[src/rtl/mem_req_queue_if.sv]
// rtl/mem_req_queue_if.sv - handshake and slot-view bundle for the memory request queue
//
// Purpose: groups the push/pop handshake and the per-slot observation bus.
// Signals:
//   push_valid/push_ready/push_core/push_op/push_addr : request insertion handshake
//   pop_valid/pop_idx                                 : scheduler removal of one slot
//   ent_valid/ent_addr/ent_op/ent_core                : flattened per-slot contents
//   head_age/count/full/empty/starve/pop_err          : queue status
// Modports: master drives push/pop (scheduler side), slave is the queue.
interface mem_req_queue_if #(
    parameter int DEPTH  = 16,
    parameter int ADDR_W = 34,
    parameter int CORE_W = 4,
    parameter int OP_W   = 2,
    parameter int AGE_W  = 8
);
    localparam int IDX_W = $clog2(DEPTH);
    localparam int CNT_W = $clog2(DEPTH + 1);

    logic                       push_valid;
    logic                       push_ready;
    logic [CORE_W-1:0]          push_core;
    logic [OP_W-1:0]            push_op;
    logic [ADDR_W-1:0]          push_addr;
    logic                       pop_valid;
    logic [IDX_W-1:0]           pop_idx;
    logic [DEPTH-1:0]           ent_valid;
    logic [DEPTH*ADDR_W-1:0]    ent_addr;
    logic [DEPTH*OP_W-1:0]      ent_op;
    logic [DEPTH*CORE_W-1:0]    ent_core;
    logic [AGE_W-1:0]           head_age;
    logic [CNT_W-1:0]           count;
    logic                       full;
    logic                       empty;
    logic                       starve;
    logic                       pop_err;

    modport master (
        output push_valid, push_core, push_op, push_addr, pop_valid, pop_idx,
        input  push_ready, ent_valid, ent_addr, ent_op, ent_core,
        input  head_age, count, full, empty, starve, pop_err
    );

    modport slave (
        input  push_valid, push_core, push_op, push_addr, pop_valid, pop_idx,
        output push_ready, ent_valid, ent_addr, ent_op, ent_core,
        output head_age, count, full, empty, starve, pop_err
    );
endinterface

[src/rtl/mem_req_queue.sv]
// rtl/mem_req_queue.sv - age-ordered compacting memory request queue
//
// Purpose: holds up to DEPTH requests ordered oldest-first in slots 0..count-1.
// Any slot may be removed; younger slots slide down to keep the queue compacted.
// Each valid slot carries a saturating age counter; starve flags an old head.
// Ports:
//   clk   : clock, all state updates on rising edge
//   rst_n : asynchronous active-low reset
//   q     : mem_req_queue_if.slave (push/pop handshake, slot view, status)
module mem_req_queue #(
    parameter int DEPTH      = 16,
    parameter int ADDR_W     = 34,
    parameter int CORE_W     = 4,
    parameter int OP_W       = 2,
    parameter int AGE_W      = 8,
    parameter int STARVE_LIM = 200
) (
    input  logic               clk,
    input  logic               rst_n,
    mem_req_queue_if.slave     q
);
    localparam int CNT_W = $clog2(DEPTH + 1);

    logic [ADDR_W-1:0] r_addr [DEPTH];
    logic [OP_W-1:0]   r_op   [DEPTH];
    logic [CORE_W-1:0] r_core [DEPTH];
    logic [AGE_W-1:0]  r_age  [DEPTH];
    logic [CNT_W-1:0]  r_count;
    logic              r_pop_err;

    logic [ADDR_W-1:0] w_addr_nxt [DEPTH];
    logic [OP_W-1:0]   w_op_nxt   [DEPTH];
    logic [CORE_W-1:0] w_core_nxt [DEPTH];
    logic [AGE_W-1:0]  w_age_nxt  [DEPTH];
    logic [CNT_W-1:0]  w_pop_idx;
    logic [CNT_W-1:0]  w_cnt_after_pop;
    logic [CNT_W-1:0]  w_count_nxt;
    logic              w_push_ok;
    logic              w_pop_ok;

    function automatic logic [AGE_W-1:0] age_inc(input logic [AGE_W-1:0] a);
        return (a == '1) ? a : a + 1'b1;
    endfunction

    // push_ready looks only at the registered count: a pop in the same cycle
    // never opens room for a push into a full queue.
    assign w_pop_idx       = CNT_W'(q.pop_idx);
    assign w_push_ok       = q.push_valid && (r_count < CNT_W'(DEPTH));
    assign w_pop_ok        = q.pop_valid && (w_pop_idx < r_count);
    assign w_cnt_after_pop = r_count - CNT_W'(w_pop_ok);
    assign w_count_nxt     = w_cnt_after_pop + CNT_W'(w_push_ok);

    // Removal is resolved first, then the new entry lands just above the
    // surviving entries. Slots at or above the popped index take the contents
    // of the slot above; the modulo never wraps in practice because a pop
    // leaves at most DEPTH-1 survivors.
    always_comb begin
        for (int i = 0; i < DEPTH; i++) begin
            w_addr_nxt[i] = '0;
            w_op_nxt[i]   = '0;
            w_core_nxt[i] = '0;
            w_age_nxt[i]  = '0;
            if (CNT_W'(i) < w_cnt_after_pop) begin
                if (w_pop_ok && (CNT_W'(i) >= w_pop_idx)) begin
                    w_addr_nxt[i] = r_addr[(i + 1) % DEPTH];
                    w_op_nxt[i]   = r_op[(i + 1) % DEPTH];
                    w_core_nxt[i] = r_core[(i + 1) % DEPTH];
                    w_age_nxt[i]  = age_inc(r_age[(i + 1) % DEPTH]);
                end else begin
                    w_addr_nxt[i] = r_addr[i];
                    w_op_nxt[i]   = r_op[i];
                    w_core_nxt[i] = r_core[i];
                    w_age_nxt[i]  = age_inc(r_age[i]);
                end
            end else if (w_push_ok && (CNT_W'(i) == w_cnt_after_pop)) begin
                w_addr_nxt[i] = q.push_addr;
                w_op_nxt[i]   = q.push_op;
                w_core_nxt[i] = q.push_core;
            end
        end
    end

    always_ff @(posedge clk or negedge rst_n) begin
        if (!rst_n) begin
            for (int i = 0; i < DEPTH; i++) begin
                r_addr[i] <= '0;
                r_op[i]   <= '0;
                r_core[i] <= '0;
                r_age[i]  <= '0;
            end
            r_count   <= '0;
            r_pop_err <= 1'b0;
        end else begin
            for (int i = 0; i < DEPTH; i++) begin
                r_addr[i] <= w_addr_nxt[i];
                r_op[i]   <= w_op_nxt[i];
                r_core[i] <= w_core_nxt[i];
                r_age[i]  <= w_age_nxt[i];
            end
            r_count   <= w_count_nxt;
            r_pop_err <= q.pop_valid && !w_pop_ok;
        end
    end

    // Invalid slots are held at zero, so the slot view needs no masking.
    for (genvar gi = 0; gi < DEPTH; gi++) begin : g_slot
        assign q.ent_valid[gi]                   = (CNT_W'(gi) < r_count);
        assign q.ent_addr[gi*ADDR_W +: ADDR_W]   = r_addr[gi];
        assign q.ent_op[gi*OP_W +: OP_W]         = r_op[gi];
        assign q.ent_core[gi*CORE_W +: CORE_W]   = r_core[gi];
    end

    assign q.push_ready = (r_count < CNT_W'(DEPTH));
    assign q.count      = r_count;
    assign q.full       = (r_count == CNT_W'(DEPTH));
    assign q.empty      = (r_count == '0);
    assign q.head_age   = r_age[0];
    assign q.starve     = (r_count != '0) && (r_age[0] >= AGE_W'(STARVE_LIM));
    assign q.pop_err    = r_pop_err;
endmodule
[src/flat_wrapper.sv]
// flat-port wrapper written by rule: the top's interface ports become plain ports
module mem_req_queue_flat 
#(
    parameter int DEPTH      = 16,
    parameter int ADDR_W     = 34,
    parameter int CORE_W     = 4,
    parameter int OP_W       = 2,
    parameter int AGE_W      = 8,
    parameter int STARVE_LIM = 200
)
  (clk, rst_n, q_push_valid, q_push_core, q_push_op, q_push_addr, q_pop_valid, q_pop_idx, q_push_ready, q_ent_valid, q_ent_addr, q_ent_op, q_ent_core, q_head_age, q_count, q_full, q_empty, q_starve, q_pop_err);
  mem_req_queue_if #(.DEPTH(DEPTH), .ADDR_W(ADDR_W), .CORE_W(CORE_W), .OP_W(OP_W), .AGE_W(AGE_W)) q_i ();
  input  logic clk;
  input  logic rst_n;
  input wire logic [$bits(q_i.push_valid)-1:0] q_push_valid;
  input wire logic [$bits(q_i.push_core)-1:0] q_push_core;
  input wire logic [$bits(q_i.push_op)-1:0] q_push_op;
  input wire logic [$bits(q_i.push_addr)-1:0] q_push_addr;
  input wire logic [$bits(q_i.pop_valid)-1:0] q_pop_valid;
  input wire logic [$bits(q_i.pop_idx)-1:0] q_pop_idx;
  output wire logic [$bits(q_i.push_ready)-1:0] q_push_ready;
  output wire logic [$bits(q_i.ent_valid)-1:0] q_ent_valid;
  output wire logic [$bits(q_i.ent_addr)-1:0] q_ent_addr;
  output wire logic [$bits(q_i.ent_op)-1:0] q_ent_op;
  output wire logic [$bits(q_i.ent_core)-1:0] q_ent_core;
  output wire logic [$bits(q_i.head_age)-1:0] q_head_age;
  output wire logic [$bits(q_i.count)-1:0] q_count;
  output wire logic [$bits(q_i.full)-1:0] q_full;
  output wire logic [$bits(q_i.empty)-1:0] q_empty;
  output wire logic [$bits(q_i.starve)-1:0] q_starve;
  output wire logic [$bits(q_i.pop_err)-1:0] q_pop_err;
  assign q_i.push_valid = q_push_valid;
  assign q_i.push_core = q_push_core;
  assign q_i.push_op = q_push_op;
  assign q_i.push_addr = q_push_addr;
  assign q_i.pop_valid = q_pop_valid;
  assign q_i.pop_idx = q_pop_idx;
  assign q_push_ready = q_i.push_ready;
  assign q_ent_valid = q_i.ent_valid;
  assign q_ent_addr = q_i.ent_addr;
  assign q_ent_op = q_i.ent_op;
  assign q_ent_core = q_i.ent_core;
  assign q_head_age = q_i.head_age;
  assign q_count = q_i.count;
  assign q_full = q_i.full;
  assign q_empty = q_i.empty;
  assign q_starve = q_i.starve;
  assign q_pop_err = q_i.pop_err;
  mem_req_queue #(.DEPTH(DEPTH), .ADDR_W(ADDR_W), .CORE_W(CORE_W), .OP_W(OP_W), .AGE_W(AGE_W), .STARVE_LIM(STARVE_LIM)) u_core (.clk(clk), .rst_n(rst_n), .q(q_i));
endmodule
[config.mk]
export PLATFORM = sky130hd
export DESIGN_NAME = mem_req_queue_flat
export DESIGN_NICKNAME = d
export VERILOG_FILES = /design/src/rtl/mem_req_queue_if.sv /design/src/rtl/mem_req_queue.sv /design/src/flat_wrapper.sv
export SDC_FILE = /design/constraint.sdc
export NUM_CORES = 2
export LEC_CHECK = 0
export CAP_MARGIN = 20
export CORE_AREA = 2 2 279 281
export DETAILED_ROUTE_END_ITERATION = 16
export DIE_AREA = 0 0 281 283
export HOLD_SLACK_MARGIN = 0.12
export PLACE_DENSITY = 0.77
export SETUP_SLACK_MARGIN = 0.2
export SLEW_MARGIN = 20
export SYNTH_ARGS = -nofsm -noshare
export SYNTH_HDL_FRONTEND = slang
export SYNTH_SLANG_ARGS = --single-unit
[constraint.sdc]
create_clock -name clk -period 10.5 [get_ports clk]
set_input_delay 1.575 -clock clk [delete_from_list [all_inputs] [get_ports clk]]
set_output_delay 1.575 -clock clk [all_outputs]
set_load 0.02 [all_outputs]
==> Word-level counts from Yosys, hierarchy flattened <==
Cells that the tools add are included.
{ "op_classes": {"n_addsub": 18, "multipliers": 0, "div_mod_pow": 0, "order_cmp": 51, "n_eq_ne": 48, "shift": 0, "n_mux": 192, "n_bitwise": 0, "reduce_logical": 40} }
{ "ops": {"columns": ["operator", "n"], "rows": [
  ["$mux W34", 48],
  ["$mux W8", 48],
  ["$mux W4", 48],
  ["$add A8 B1 Y8 const B", 16],
  ["$eq A8 B8 Y1 const B", 16],
  ["$mux W2", 48],
  ["$lt A4 B5 Y1 const A", 16],
  ["$eq A4 B5 Y1 const A", 8],
  ["$lt A3 B5 Y1 const A", 8],
  ["$logic_and A1 B1 Y1", 36],
  ["$ge A4 B4 Y1 const A", 8],
  ["$ne A2 B2 Y1 const B", 16],
  ["$eq A3 B5 Y1 const A", 4],
  ["$lt A1 B5 Y1 const A", 4],
  ["$lt A2 B5 Y1 const A", 4],
  ["$ge A3 B4 Y1 const A", 4],
  ["$eq A2 B5 Y1 const A", 2],
  ["$logic_not A5 Y1", 2],
  ["$ge A1 B4 Y1 const A", 2],
  ["$ge A2 B4 Y1 const A", 2],
  ["$ge A8 B8 Y1 const B", 1],
  ["$add A5 B1 Y5", 1],
  ["$eq A1 B5 Y1 const A", 1],
  ["$eq A5 B5 Y1 const B", 1],
  ["other kinds (5)", 5]
]} }
{ "word_totals": {"reg_bits": 774, "latch_bits": 0, "ramBits": 0, "romBits": 0, "out_inout_bits": 674, "wordCells": 415, "n_memories": 0} }

==> Longest topological paths before layout <==
{ "logic_depth": {"word_depth": 7, "depth_mapped": 20, "ltp_nobuf": 14} }

==> Worst setup path after synthesis <==
No wires, ideal clock.
{ "synth_timing": {"path_kind": "input-to-reg", "startpoint": "input q_pop_idx[3]", "endpoint": "register u_core.r_addr, in the netlist u_core.q.ent_addr[147]", "setup_time_ps": 133, "arrival_time_ps": 4567, "slack_ps": 5800, "cell_stages": 18, "n_path_buf": 5, "cell_sequence": "ha_1 a21oi_1 or2_1 o211ai_2 inv_2 clkbuf_1 ha_1 ha_1 buf_2 nand2_1 o21a_1 o22a_2 or2_1 buf_6 o21ai_2 buf_6 buf_6 o22ai_1"} }
{ "synth_between": {"elab_chain_cells": 7} }
{ "synth_rtl": {"columns": ["item", "line", "source"], "rows": [
  ["start: declaration", "flat_wrapper.sv:20", "input wire logic [$bits(q_i.pop_idx)-1:0] q_pop_idx;"],
  ["parallel branches: the longest is 7 deep, another holds $lt A4 B5 Y1", null, null],
  ["end signal: indexed assignment", "mem_req_queue.sv:95", "r_addr[i] <= w_addr_nxt[i];"],
  ["end: declaration", "mem_req_queue.sv:24", "logic [ADDR_W-1:0] r_addr [DEPTH];"]
]} }
Several ways; the timed one is not identified.
A chain may end at the register's enable or synchronous reset.

==> Worst setup path in the final report <==
{ "layout_timing": {"startpoint": "input q_pop_idx[1]", "endpoint": "register u_core.r_addr, in the netlist u_core.q.ent_addr[475]"} }
{ "layout_between": {"elab_chain_cells": 7} }
{ "layout_rtl": {"columns": ["item"], "rows": [
  ["parallel branches: the longest is 7 deep, another holds $lt A4 B5 Y1"]
]} }
Several ways; the timed one is not identified.

==> results.md <==
- Syn avg cell area: 9.47 µm²
- Grt ovf: 0
- Slew @ Worst Pin: 1180 ps
- Cts hold-fix bufs: 0
- Post-synth ARST share: 1.00
- Largest cells by area after synthesis: dfrtp_1 50%, mux2i_1 8.0%, nand2_1 6.9%
- Critical R2R Launch: u_core.q.count[3]$_DFF_PN0_
- Critical Path RT: 11010 ps
- IO Count: 722
- TritonCTS clock tree: built
- Min-Delay Endpoint: u_core.q.ent_addr[1]$_DFFE_PN0P_
- Htree depth: 3
- EDFF count, synth: 0
- Synth Register Bits: 774
- Post-route ant nets: 0
- Hpwl dp: approximately 110000 µm
- Final min period: 7350 ps
- Unique cell type count in the Yosys netlist: 70
- Layout cell share with drive strength beyond 1: 0.0765
- Clock Tree Root: clkbuf_16
- GPL Wtd Cong: 0.949
- Clk slew on worst S/H paths: 60 ps
- Cells on worst reg2reg path: 13
- CP arrival: 7860 ps
- Area of the multi-input gates: 17800 µm²
- Slew Limit Headroom: 0.213
- Slowest CP cell: o21a_2
- Total Routing Usage GR: 0.398
- Vias per Instance: 6.54
- Synth Warn #: 0
- Post-synth top area cell: dfrtp_1
- Mapped Nets: 4134
- Final worst-path cycle share: 0.700
- RSZ-0062 raised after global routing: no
- Leakage power: 21.3 nW
- Post-synthesis sequential area ratio: 0.503
- Crit path launch type: primary input
- Layout area overhead: 26.9%
- Storage cell area: 19400 µm²
- Clock skew after layout: 23.7 ps
- Most Frequent Cell on Critical Path: ha_1
- Crit end category: flip-flop
- Fill cells: roughly 6000
- Die X: about 280 µm
- Initial Util: 0.502
- Maxcap violations: 0
- Max Buffers Root-to-Sink: 3
- Outcome: finished clean
- Nets@finish: 4640
- Vias: 37000
- Worst-path fanout max: 41
- Vias in the first global route: 35100
- Largest net degree at the start of global routing: 179
- Die outline area: 79500 µm²
- Flop-to-flop setup slack: ~3400 ps
- Largest stage delay on the critical path: 1000 ps
- Synth Instances: between 4000 and 5000
- Mapped cell area: 38500 µm²
- Routed WL per cell: approximately 29 µm
- DRC viols: 0
- Final setup viols: 0
- Post-synth top area share: 0.503
- Power per cell area: between 300 and 400 nW/µm²
- Drt first pass iters: 6
- Hold Path Class: flip-flop to flip-flop
- CTS buffer count: ~80
- First-pass GRT wire length: 236000 µm
- Diode count: 0
- Hold Path Depth: 1
- Post-synth top flop: dfrtp_1
- Worst Min Path Start: u_core.q.ent_addr[1]$_DFFE_PN0P_
- Worst-Skew Late Latency: approximately 650 ps
- Crit path cell chain: clkdlybuf4s50_1, ha_1, a21oi_2, o211ai_4, inv_2, ha_1, ha_1, xnor2_1, a22oi_1, o21a_2, nand2_2, a2bb2oi_1
- Site row count: 102
- WS Path Type: primary input to flip-flop
- # resized after CTS: 0
- Final hold vios: 0
- Max VDD drop: 0.338 mV
- Die height: 283 µm
- Core area: 76700 µm²
- Initial antenna violation count: 3
- Highest Clock Rate: 136 MHz
- Setup TNS: 0 ps
- Pins Over Slew Limit: 0
- Reg-to-Reg End: u_core.q.ent_addr[475]$_DFFE_PN0P_
- Final wirelength: 162000 µm
- Port Buffer Count: between 700 and 800
- Post-CTS setup buffer count: 0
- CTS sink cnt: 774
- Initial DRC Count: 4708
- Hold_ws: 546 ps
## registers in the layout, summed over array words and instances (netlist names)
| name | cells |
|---|---|
| u_core.q.ent_addr | 544 |
| u_core.q.count | 5 |
| u_core.q.ent_core | 64 |
| u_core.q.ent_op | 32 |
| u_core.q.pop_err | 1 |
| u_core.q.head_age | 8 |
| u_core.r_age | 120 |
## cells by family after synthesis
kind of cell / Yosys count / synth area share
AND/OR/NAND/NOR: 1369 / 0.154
multiplexers: 356 / 0.0942
flip-flops: 774 / 0.503
XOR/XNOR: 28 / 0.00637
buffers and inverters: 376 / 0.0452
AO/OA/AOI/OAI: 1135 / 0.189
adder cells (fa/ha/maj): 24 / 0.00780
## synthesized netlist by cell type, drive strengths merged (43+ instances only)
master and instances:
nand2 706, buf 152, mux2i 306, nand3 287, clkbuf 198, a2bb2oi 198, o22ai 126, mux2 50
o21ai 441, a31oi 71, dfrtp 774, a21oi 188, a22oi 43, nor2 228
## where the power goes
group	leakage (nW)	switching, W	total, W	internal, W
sequential	9.93	0.00148	0.00577	0.00429
clock	1.31	0.00128	0.00295	0.00168
combinational	10.1	0.00606	0.0100	0.00394
total	21.3	0.00881	0.0187	0.00991
## metrics by stage
stage / instances / cell area [µm²] / worst slack (ps) / util / power, W
after floorplan: 4062 / 38500 / 5800 / - / 0.0107
after global placement: 5525 / 46200 / 2940 / 0.602 / 0.0152
after detailed placement: 5525 / 46200 / 2710 / 0.602 / 0.0155
after CTS: 5667 / 48800 / 3340 / 0.636 / 0.0184
after global routing: 5667 / 48800 / 2980 / 0.637 / 0.0194
final: 5667 / 48800 / 3150 / 0.637 / 0.0187
## worst max path at each step
stage | endpoint | slack, ps | from
global route | u_core.q.ent_core[52]$_DFFE_PN0P_ | 2980 | q_pop_idx[1]
detailed placement | u_core.q.ent_addr[444]$_DFFE_PN0P_ | 2710 | q_pop_idx[1]
floorplan | u_core.q.ent_addr[147]$_DFFE_PN0P_ | 5800 | q_pop_idx[3]
global placement | u_core.q.ent_core[52]$_DFFE_PN0P_ | 2940 | q_pop_idx[1]
finish | u_core.q.ent_addr[475]$_DFFE_PN0P_ | 3150 | q_pop_idx[1]
CTS | u_core.q.ent_addr[458]$_DFFE_PN0P_ | 3340 | q_pop_idx[1]
## cells in the final DEF, fill, tap and decap left out, types with 10 or more instances in the layout
cell               n
dfrtp_1          774
clkdlybuf4s50_1  720
nand2_1          695
o21ai_0          389
mux2i_1          306
nand3_1          287
nor2_1           218
a21oi_1          183
a2bb2oi_1        156
o22ai_1          125
clkbuf_16         82
a31oi_1           71
mux2_2            50
buf_4             49
o21ai_1           45
a22oi_1           43
a2bb2oi_2         40
and3_1            33
ha_1              24
inv_1             23
nand2b_1          21
xnor2_1           18
a211oi_1          17
nand4_1           16
clkbuf_8          16
clkbuf_1          16
clkinv_2          13
or2_2             12
nor3_1            12
and2_1            10
## layout make-up
cell class / count / share of cell area
clock inverters: 28 / 0.00661
clock buffers: 114 / 0.0478
well taps: 1040 / 0.0266
flip-flops and latches: 774 / 0.397
inverters: 26 / 0.00200
multi-input cells: 2912 / 0.364
repair buffers: 773 / 0.156
## layer usage
layer / GRT usage / routed length, µm
met1: 0.513 / 59200
met2: 0.586 / 70100
met3: 0.118 / 20400
met4: 0.252 / 12200
met5: 0 / 37
## critical path, delay by kind of cell
family,cells,cell delay [ps]
buf+inv,2,1210
fa+ha+maj,3,1210
simple gates,1,940
compound gates,5,2680
xor+xnor,1,120
Note: power is estimated with default switching activity, not from simulation.
